### src/rtl/fsm_link_pkg.sv
// Shared types for the linked initiator/responder FSM pair.
// Latency: n/a (types, constants and a pure decode function only).
// Backpressure: n/a.
package fsm_link_pkg;

    // Responder states, one-hot so an illegal encoding is easy to spot.
    typedef enum logic [3:0] {
        ST_IDLE   = 4'b0001,
        ST_COUNT  = 4'b0010,
        ST_RDY    = 4'b0100,
        ST_LINKED = 4'b1000
    } state_t;

    // Initiator states; the initiator FSM lives beside the responder.
    typedef enum logic [1:0] {
        INI_IDLE  = 2'd0,
        INI_START = 2'd1,
        INI_HOLD  = 2'd2,
        INI_XFER  = 2'd3
    } ini_state_t;

    // Responder Moore output encoding, ordered {BUSY, READY, LINK}.
    localparam logic [2:0] OUT_IDLE   = 3'b000;
    localparam logic [2:0] OUT_COUNT  = 3'b100;
    localparam logic [2:0] OUT_RDY    = 3'b010;
    localparam logic [2:0] OUT_LINKED = 3'b011;

    function automatic logic [2:0] out_enc(input state_t s);
        logic [2:0] o;
        o = OUT_IDLE;
        case (s)
            ST_COUNT:  o = OUT_COUNT;
            ST_RDY:    o = OUT_RDY;
            ST_LINKED: o = OUT_LINKED;
            default:   o = OUT_IDLE;
        endcase
        return o;
    endfunction

endpackage

### src/rtl/link_timer.sv
// Loadable W-bit down-counter with a registered-count one-detect flag.
// Latency: load/clr/decrement take effect on the next CLK edge; one is a decode of cnt.
// Backpressure: none; clr beats load beats en, and decrement stops at zero.
// Ports: CLK, N_RESET (async active-low), load/clr/en controls, d load value,
//        one (cnt == 1), cnt (current count).
module link_timer #(
    parameter int W = 8
) (
    input  logic         CLK,
    input  logic         N_RESET,
    input  logic         load,
    input  logic         clr,
    input  logic         en,
    input  logic [W-1:0] d,
    output logic         one,
    output logic [W-1:0] cnt
);

    always_ff @(posedge CLK or negedge N_RESET) begin
        if (!N_RESET) begin
            cnt <= '0;
        end else if (clr) begin
            cnt <= '0;
        end else if (load) begin
            cnt <= d;
        end else if (en && (cnt != '0)) begin
            cnt <= cnt - W'(1);
        end
    end

    assign one = (cnt == W'(1));

endmodule

### src/rtl/fsm_responder.sv
// Responder FSM: counts DELAY cycles after START, raises READY, then tracks LINK time.
// Latency: READY rises D cycles after the START edge (same edge for D=0); outputs are registered.
// Backpressure: none; RESET returns to IDLE, stray STARTs set a sticky ERR.
// Ports: CLK, N_RESET (async active-low), RESET/START/Y from the initiator,
//        DELAY countdown length; READY/BUSY/LINK state outputs, ERR, LINK_CNT.
module fsm_responder
    import fsm_link_pkg::*;
#(
    parameter int W = 8
) (
    input  logic         CLK,
    input  logic         N_RESET,
    input  logic         RESET,
    input  logic         START,
    input  logic         Y,
    input  logic [W-1:0] DELAY,
    output logic         READY,
    output logic         BUSY,
    output logic         LINK,
    output logic         ERR,
    output logic [W-1:0] LINK_CNT
);

    state_t         state;
    state_t         nxt;
    logic           t_load;
    logic           t_clr;
    logic           t_en;
    logic           t_one;
    logic [W-1:0]   t_cnt;
    logic           go_rdy;
    logic           err_set;

    link_timer #(.W(W)) u_timer (
        .CLK     (CLK),
        .N_RESET (N_RESET),
        .load    (t_load),
        .clr     (t_clr),
        .en      (t_en),
        .d       (DELAY),
        .one     (t_one),
        .cnt     (t_cnt)
    );

    // A zero count inside COUNT cannot arise from a legal load, but leaving
    // on it too keeps the FSM from sticking in COUNT forever.
    assign go_rdy = t_one || (t_cnt == '0);

    always_comb begin
        nxt    = ST_IDLE;
        t_load = 1'b0;
        t_clr  = 1'b0;
        t_en   = 1'b0;
        case (state)
            ST_IDLE: begin
                if (!RESET && START) begin
                    if (DELAY != '0) begin
                        nxt    = ST_COUNT;
                        t_load = 1'b1;
                    end else begin
                        nxt = ST_RDY;
                    end
                end else begin
                    nxt = ST_IDLE;
                end
            end
            ST_COUNT: begin
                if (RESET) begin
                    nxt   = ST_IDLE;
                    t_clr = 1'b1;
                end else if (go_rdy) begin
                    nxt  = ST_RDY;
                    t_en = 1'b1;
                end else begin
                    nxt  = ST_COUNT;
                    t_en = 1'b1;
                end
            end
            ST_RDY: begin
                if (RESET)  nxt = ST_IDLE;
                else if (Y) nxt = ST_LINKED;
                else        nxt = ST_RDY;
            end
            ST_LINKED: begin
                if (RESET) nxt = ST_IDLE;
                else       nxt = ST_LINKED;
            end
            default: begin
                nxt   = ST_IDLE;
                t_clr = 1'b1;
            end
        endcase
    end

    // Outputs are registered from the next state so they line up with state.
    always_ff @(posedge CLK or negedge N_RESET) begin
        if (!N_RESET) begin
            state               <= ST_IDLE;
            {BUSY, READY, LINK} <= OUT_IDLE;
        end else begin
            state               <= nxt;
            {BUSY, READY, LINK} <= out_enc(nxt);
        end
    end

    // START anywhere but IDLE is a protocol violation, whatever RESET does.
    assign err_set = START && ((state == ST_COUNT) || (state == ST_RDY) ||
                               (state == ST_LINKED));

    always_ff @(posedge CLK or negedge N_RESET) begin
        if (!N_RESET) begin
            ERR <= 1'b0;
        end else if (err_set) begin
            ERR <= 1'b1;
        end
    end

    // LINK_CNT is cleared on entry to LINKED and otherwise holds, so the
    // last link duration stays readable after the link drops.
    always_ff @(posedge CLK or negedge N_RESET) begin
        if (!N_RESET) begin
            LINK_CNT <= '0;
        end else if ((state == ST_RDY) && !RESET && Y) begin
            LINK_CNT <= '0;
        end else if ((state == ST_LINKED) && !RESET && (LINK_CNT != '1)) begin
            LINK_CNT <= LINK_CNT + W'(1);
        end
    end

endmodule

### config.mk
export PLATFORM = sky130hd
export DESIGN_NAME = fsm_responder
export DESIGN_NICKNAME = d
export VERILOG_FILES = /design/src/rtl/fsm_link_pkg.sv /design/src/rtl/link_timer.sv /design/src/rtl/fsm_responder.sv
export SDC_FILE = /design/constraint.sdc
export NUM_CORES = 1
export LEC_CHECK = 0
export CORE_MARGIN = 3
export CORE_UTILIZATION = 41
export CTS_BUF_LIST = sky130_fd_sc_hd__clkbuf_2
export CTS_CLUSTER_DIAMETER = 30
export DETAILED_ROUTE_END_ITERATION = 10
export PLACE_DENSITY = 0.67
export SETUP_SLACK_MARGIN = 0.15
export SYNTH_ARGS = -nofsm -noshare
export SYNTH_HDL_FRONTEND = slang
export SYNTH_SLANG_ARGS = --single-unit
### constraint.sdc
create_clock -name CLK -period 2.2 [get_ports CLK]
set_clock_uncertainty 0.15 [all_clocks]
set_input_delay 0.33 -clock CLK [delete_from_list [all_inputs] [get_ports CLK]]
set_output_delay 0.33 -clock CLK [all_outputs]
set_load 0.02 [all_outputs]
==> impl_results.md <==
* Worst vdd ir at 0.000262 V
* Number of cell instances on the worst register-to-register path at 4
* Maximum fanout count along the critical path at 6
* Share of the yosys chip area belonging to registers at 41.7%
* Share of synthesized area spent on multiplexers at 0.694%
* Die boundary width at 65.3 microns
* Area share of the largest cell type after synthesis at 39.9%
* Average wire length per cell after detail routing at 14.4 microns
* Number of iterations in the first detailed-routing pass at 4
* Post-Place Setup Slack at -0.282 ns
* Antenna Cells at 0
* Cell leakage power at 0.835 nW
* Worst setup margin at 0.107 ns
* Area Growth Syn to Fin at 41.4%
* Aggregate negative setup slack at 0 ns
* Total chip power at 1.06 mW
* Fin nets at 227
* Critical path launch point type: register
* Period utilization at 95.1%
* Die Outline Area at 0.00427 sq mm
* Via count of the first global-routing pass at 1322
* Number of standard cells after synthesis at 157
* Arrival time of the worst setup path at 2.24 ns
* Num CTS Buffers at 3
* Worst Path Required at 2.35 ns
* Fraction of final layout cells with drive strength greater than 1 at 27.8%
* Arithmetic-cell share of the synthesized area counting full adders, half adders and majority gates at 3.47%
* Max-cap violation count at 0
* R2R Path End: LINK_CNT[7]$_DFFE_PN0P_
* Post-DRT Antenna Nets at 0
* Status: finished clean
* Wire length reported by the detailed router at 3.65 mm
* Num ports at 25
* Clock tree from TritonCTS: built
* Critical-path top delay cell: sky130_fd_sc_hd__or4b_4
* Iter 0 DRT Violations at 60
* Portion of total power attributed to sequential cells at 49.5%
* Setup repair after global routing missed its margin: true
* Number of buffer and inverter stages on the critical path at 0
* Peak Freq at 478 MHz
* Initial core utilization at 45.0%
* Std-Cell Core Area at 0.00320 sq mm
* TritonCTS Sinks at 24
* Crit path largest cell delay at 0.48 ns
* Most instantiated cells after synthesis: sky130_fd_sc_hd__dfrtp_1 (23), sky130_fd_sc_hd__nor2_1 (16), sky130_fd_sc_hd__o21ai_0 (9)
* Routability congestion estimate from global placement at 0.877
* Critical path type: register to register
* Most common flop cell mapped by yosys: sky130_fd_sc_hd__dfrtp_1
* Delay-heaviest family, CP: simple AND/OR/NAND/NOR gates
* Placed Instance Area at 0.00189 sq mm
* Mapped Avg Cell Area at 9.19 sq um
* Largest family of logic cells by synthesized area: compound AO/OA/AOI/OAI gates
* Fraction of synthesized cell area in xor and xnor cells at 2.43%
* Hold slack final at 0.153 ns
* Number of synthesis warnings at 0
* Slew at the pin closest to its max-slew limit at 0.401 ns
* Type of the most critical hold path: input port to async pin
* Combinational group share of total power at 33.9%
* Reg-to-reg setup timing slack at 0.11 ns
* Switching part of the total at 34.5%
* Number of flops mapped to enable cells by yosys at 0
* Largest cells by area after synthesis: sky130_fd_sc_hd__dfrtp_1 (40%), sky130_fd_sc_hd__nor2_1 (4.2%), sky130_fd_sc_hd__ha_1 (3.5%), sky130_fd_sc_hd__o21ai_0 (3.1%), sky130_fd_sc_hd__o211ai_1 (3.1%)
* Count of vias placed by the detailed router at 1429
* Count of H-tree levels built during CTS at 1
* Via/cell ratio at 5.65
* Total routing resource utilization after global routing at 18.3%
* Max-slew violations at 0
* Hold violation total from the final report at 0
* Number of nets in the synthesized netlist at 174
* Final Critical Period at 2.09 ns
* Die Height at 65.3 microns
* Instance count after placement with tap cells included at 242
* Largest area contributor in the netlist: sky130_fd_sc_hd__dfrtp_1
* Post-route cell area at 0.00204 sq mm
* Setup crit end kind: register
* Fraction of the mapped netlist area in simple logic gates at 21.9%
* Distinct cells, synth at 51
* Cell area after synthesis at 0.00144 sq mm
* Layout Utilization at 63.7%
* Pin count of the biggest net entering global routing at 25
* Critical R2R Launch: state[3]$_DFF_PN0_
* Initial antenna violation count at 0
* Overflow after GRT at 0
* P_int at 0.694 mW
* Post-route non-filler standard cell count at 253
* Most repeated cell in the gate-level netlist after synthesis: sky130_fd_sc_hd__dfrtp_1
* Port Buf Inserts at 24
* Clock-pin slew on the worst setup and hold paths at 0.24 ns
* Synthesized-area fraction occupied by ao, oa, aoi and oai cells at 25.0%
* FF+latch count, synth at 24
* Worst-skew pair later-pin latency at 0.34 ns
* Total power density per cell area at 519 mW/mm^2
* DRC Markers at 0
* Worst slew margin at 73.2%
* Clock power frac at 16.6%
* CTS Root Buffer Type: sky130_fd_sc_hd__clkbuf_2
* Cell breakdown of the critical path: or4b_4 -> a2111o_1 -> or4_4 -> a21oi_4
* Wire length of the first global-routing pass at 6.04 mm
* Largest buffer count on any clock path at 2
* Total setup violations reported at the end of the flow at 0
* Net load switching power at 0.365 mW
* Proportion of register bits with asynchronous set or reset after synthesis at 100%
* Detailed Place HPWL at 2.63 mm
* Total number of placement rows at 20
[kinds of logic (layout without fill, tap and decap cells)]
kind of cell / Yosys count / in the layout
AO/OA/AOI/OAI: 51 / 51
AND/OR/NAND/NOR: 57 / 57
adder cells (fa/ha/maj): 4 / 4
flip-flops: 24 / 24
buffers and inverters: 16 / 68
multiplexers: 1 / 1
XOR/XNOR: 4 / 4
[cell usage in the layout, fill, tap and decap left out, types with 2 or more instances in the layout]
master                            count
sky130_fd_sc_hd__buf_4               32
sky130_fd_sc_hd__clkdlybuf4s50_1     24
sky130_fd_sc_hd__dfrtp_1             19
sky130_fd_sc_hd__nor2_1              15
sky130_fd_sc_hd__inv_1                8
sky130_fd_sc_hd__nand2_1              8
sky130_fd_sc_hd__o21ai_0              8
sky130_fd_sc_hd__o211ai_1             6
sky130_fd_sc_hd__a21oi_1              5
sky130_fd_sc_hd__dfrtp_2              4
sky130_fd_sc_hd__xnor2_1              4
sky130_fd_sc_hd__nor3_1               4
sky130_fd_sc_hd__nand3_1              4
sky130_fd_sc_hd__nor4_1               3
sky130_fd_sc_hd__a21o_1               3
sky130_fd_sc_hd__or4_1                3
sky130_fd_sc_hd__a211oi_1             3
sky130_fd_sc_hd__a31oi_1              3
sky130_fd_sc_hd__ha_1                 3
sky130_fd_sc_hd__clkbuf_2             3
sky130_fd_sc_hd__or4b_4               2
sky130_fd_sc_hd__o21bai_1             2
sky130_fd_sc_hd__or2_2                2
sky130_fd_sc_hd__a21boi_0             2
sky130_fd_sc_hd__a31o_2               2
sky130_fd_sc_hd__or3_1                2
sky130_fd_sc_hd__a221oi_1             2
[registers in the layout, indices dropped and copies added (netlist names)]
signal       cells
LINK_CNT         8
state            4
BUSY             1
LINK             1
u_timer.cnt      8
ERR              1
READY            1
[how the worst max path moves through the flow]
stage / endpoint / slack (ns) / cells past startpoint / from
detailed placement: LINK_CNT[6]$_DFFE_PN0P_ / -0.28 / 7 / RESET
finish: LINK_CNT[7]$_DFFE_PN0P_ / 0.11 / 4 / state[3]$_DFF_PN0_
global placement: LINK_CNT[6]$_DFFE_PN0P_ / -0.26 / 7 / RESET
global route: LINK_CNT[7]$_DFFE_PN0P_ / 0.04 / 4 / state[3]$_DFF_PN0_
floorplan: LINK_CNT[7]$_DFFE_PN0P_ / -0.05 / 6 / state[2]$_DFF_PN0_
CTS: LINK_CNT[7]$_DFFE_PN0P_ / 0.12 / 4 / state[3]$_DFF_PN0_
[power by group through the flow]
stage / registers (mW) / clock network (mW) / logic [mW]
after CTS: 0.523 / 0.184 / 0.349
final: 0.524 / 0.175 / 0.360
after detailed placement: 0.530 / 0 / 0.333
after floorplan: 0.537 / 0 / 0.172
after global routing: 0.531 / 0.202 / 0.394
after global placement: 0.528 / 0 / 0.328
[routing by layer]
| layer | global-route usage (%) | routed length, microns | up-vias |
|---|---|---|---|
| met5 | 0 | 0 | - |
| met4 | 4.92 | 27 | 0 |
| met3 | 3.08 | 145 | 4 |
| met2 | 32.0 | 1840 | 33 |
| met1 | 23.3 | 1640 | 694 |
| li1 | - | - | 698 |
[layout make-up]
| cell class | instances | area (sq um) |
|---|---|---|
| flip-flops and latches | 24 | 607 |
| inverters | 8 | 30.0 |
| well taps | 44 | 55.1 |
| clock inverters | 1 | 3.75 |
| multi-input cells | 117 | 848 |
| repair buffers | 56 | 480 |
| fillers | 283 | 1160 |
| clock buffers | 3 | 15.0 |
[worst register-to-register path, stage by stage (launching register included)]
cell and delay [ns]:
sky130_fd_sc_hd__dfrtp_2 0.47, sky130_fd_sc_hd__or4b_4 0.48, sky130_fd_sc_hd__a2111o_1 0.34, sky130_fd_sc_hd__or4_4 0.45, sky130_fd_sc_hd__a21oi_4 0.16
[what timing repair did]
action,CTS,global route
gates resized for setup,8,13
endpoints found under the setup margin,9,18
pin swaps,6,4
endpoints found under the hold margin,0,0
hold buffers,0,0
buffers inserted,4,3
(Power assumes the default switching activity.)
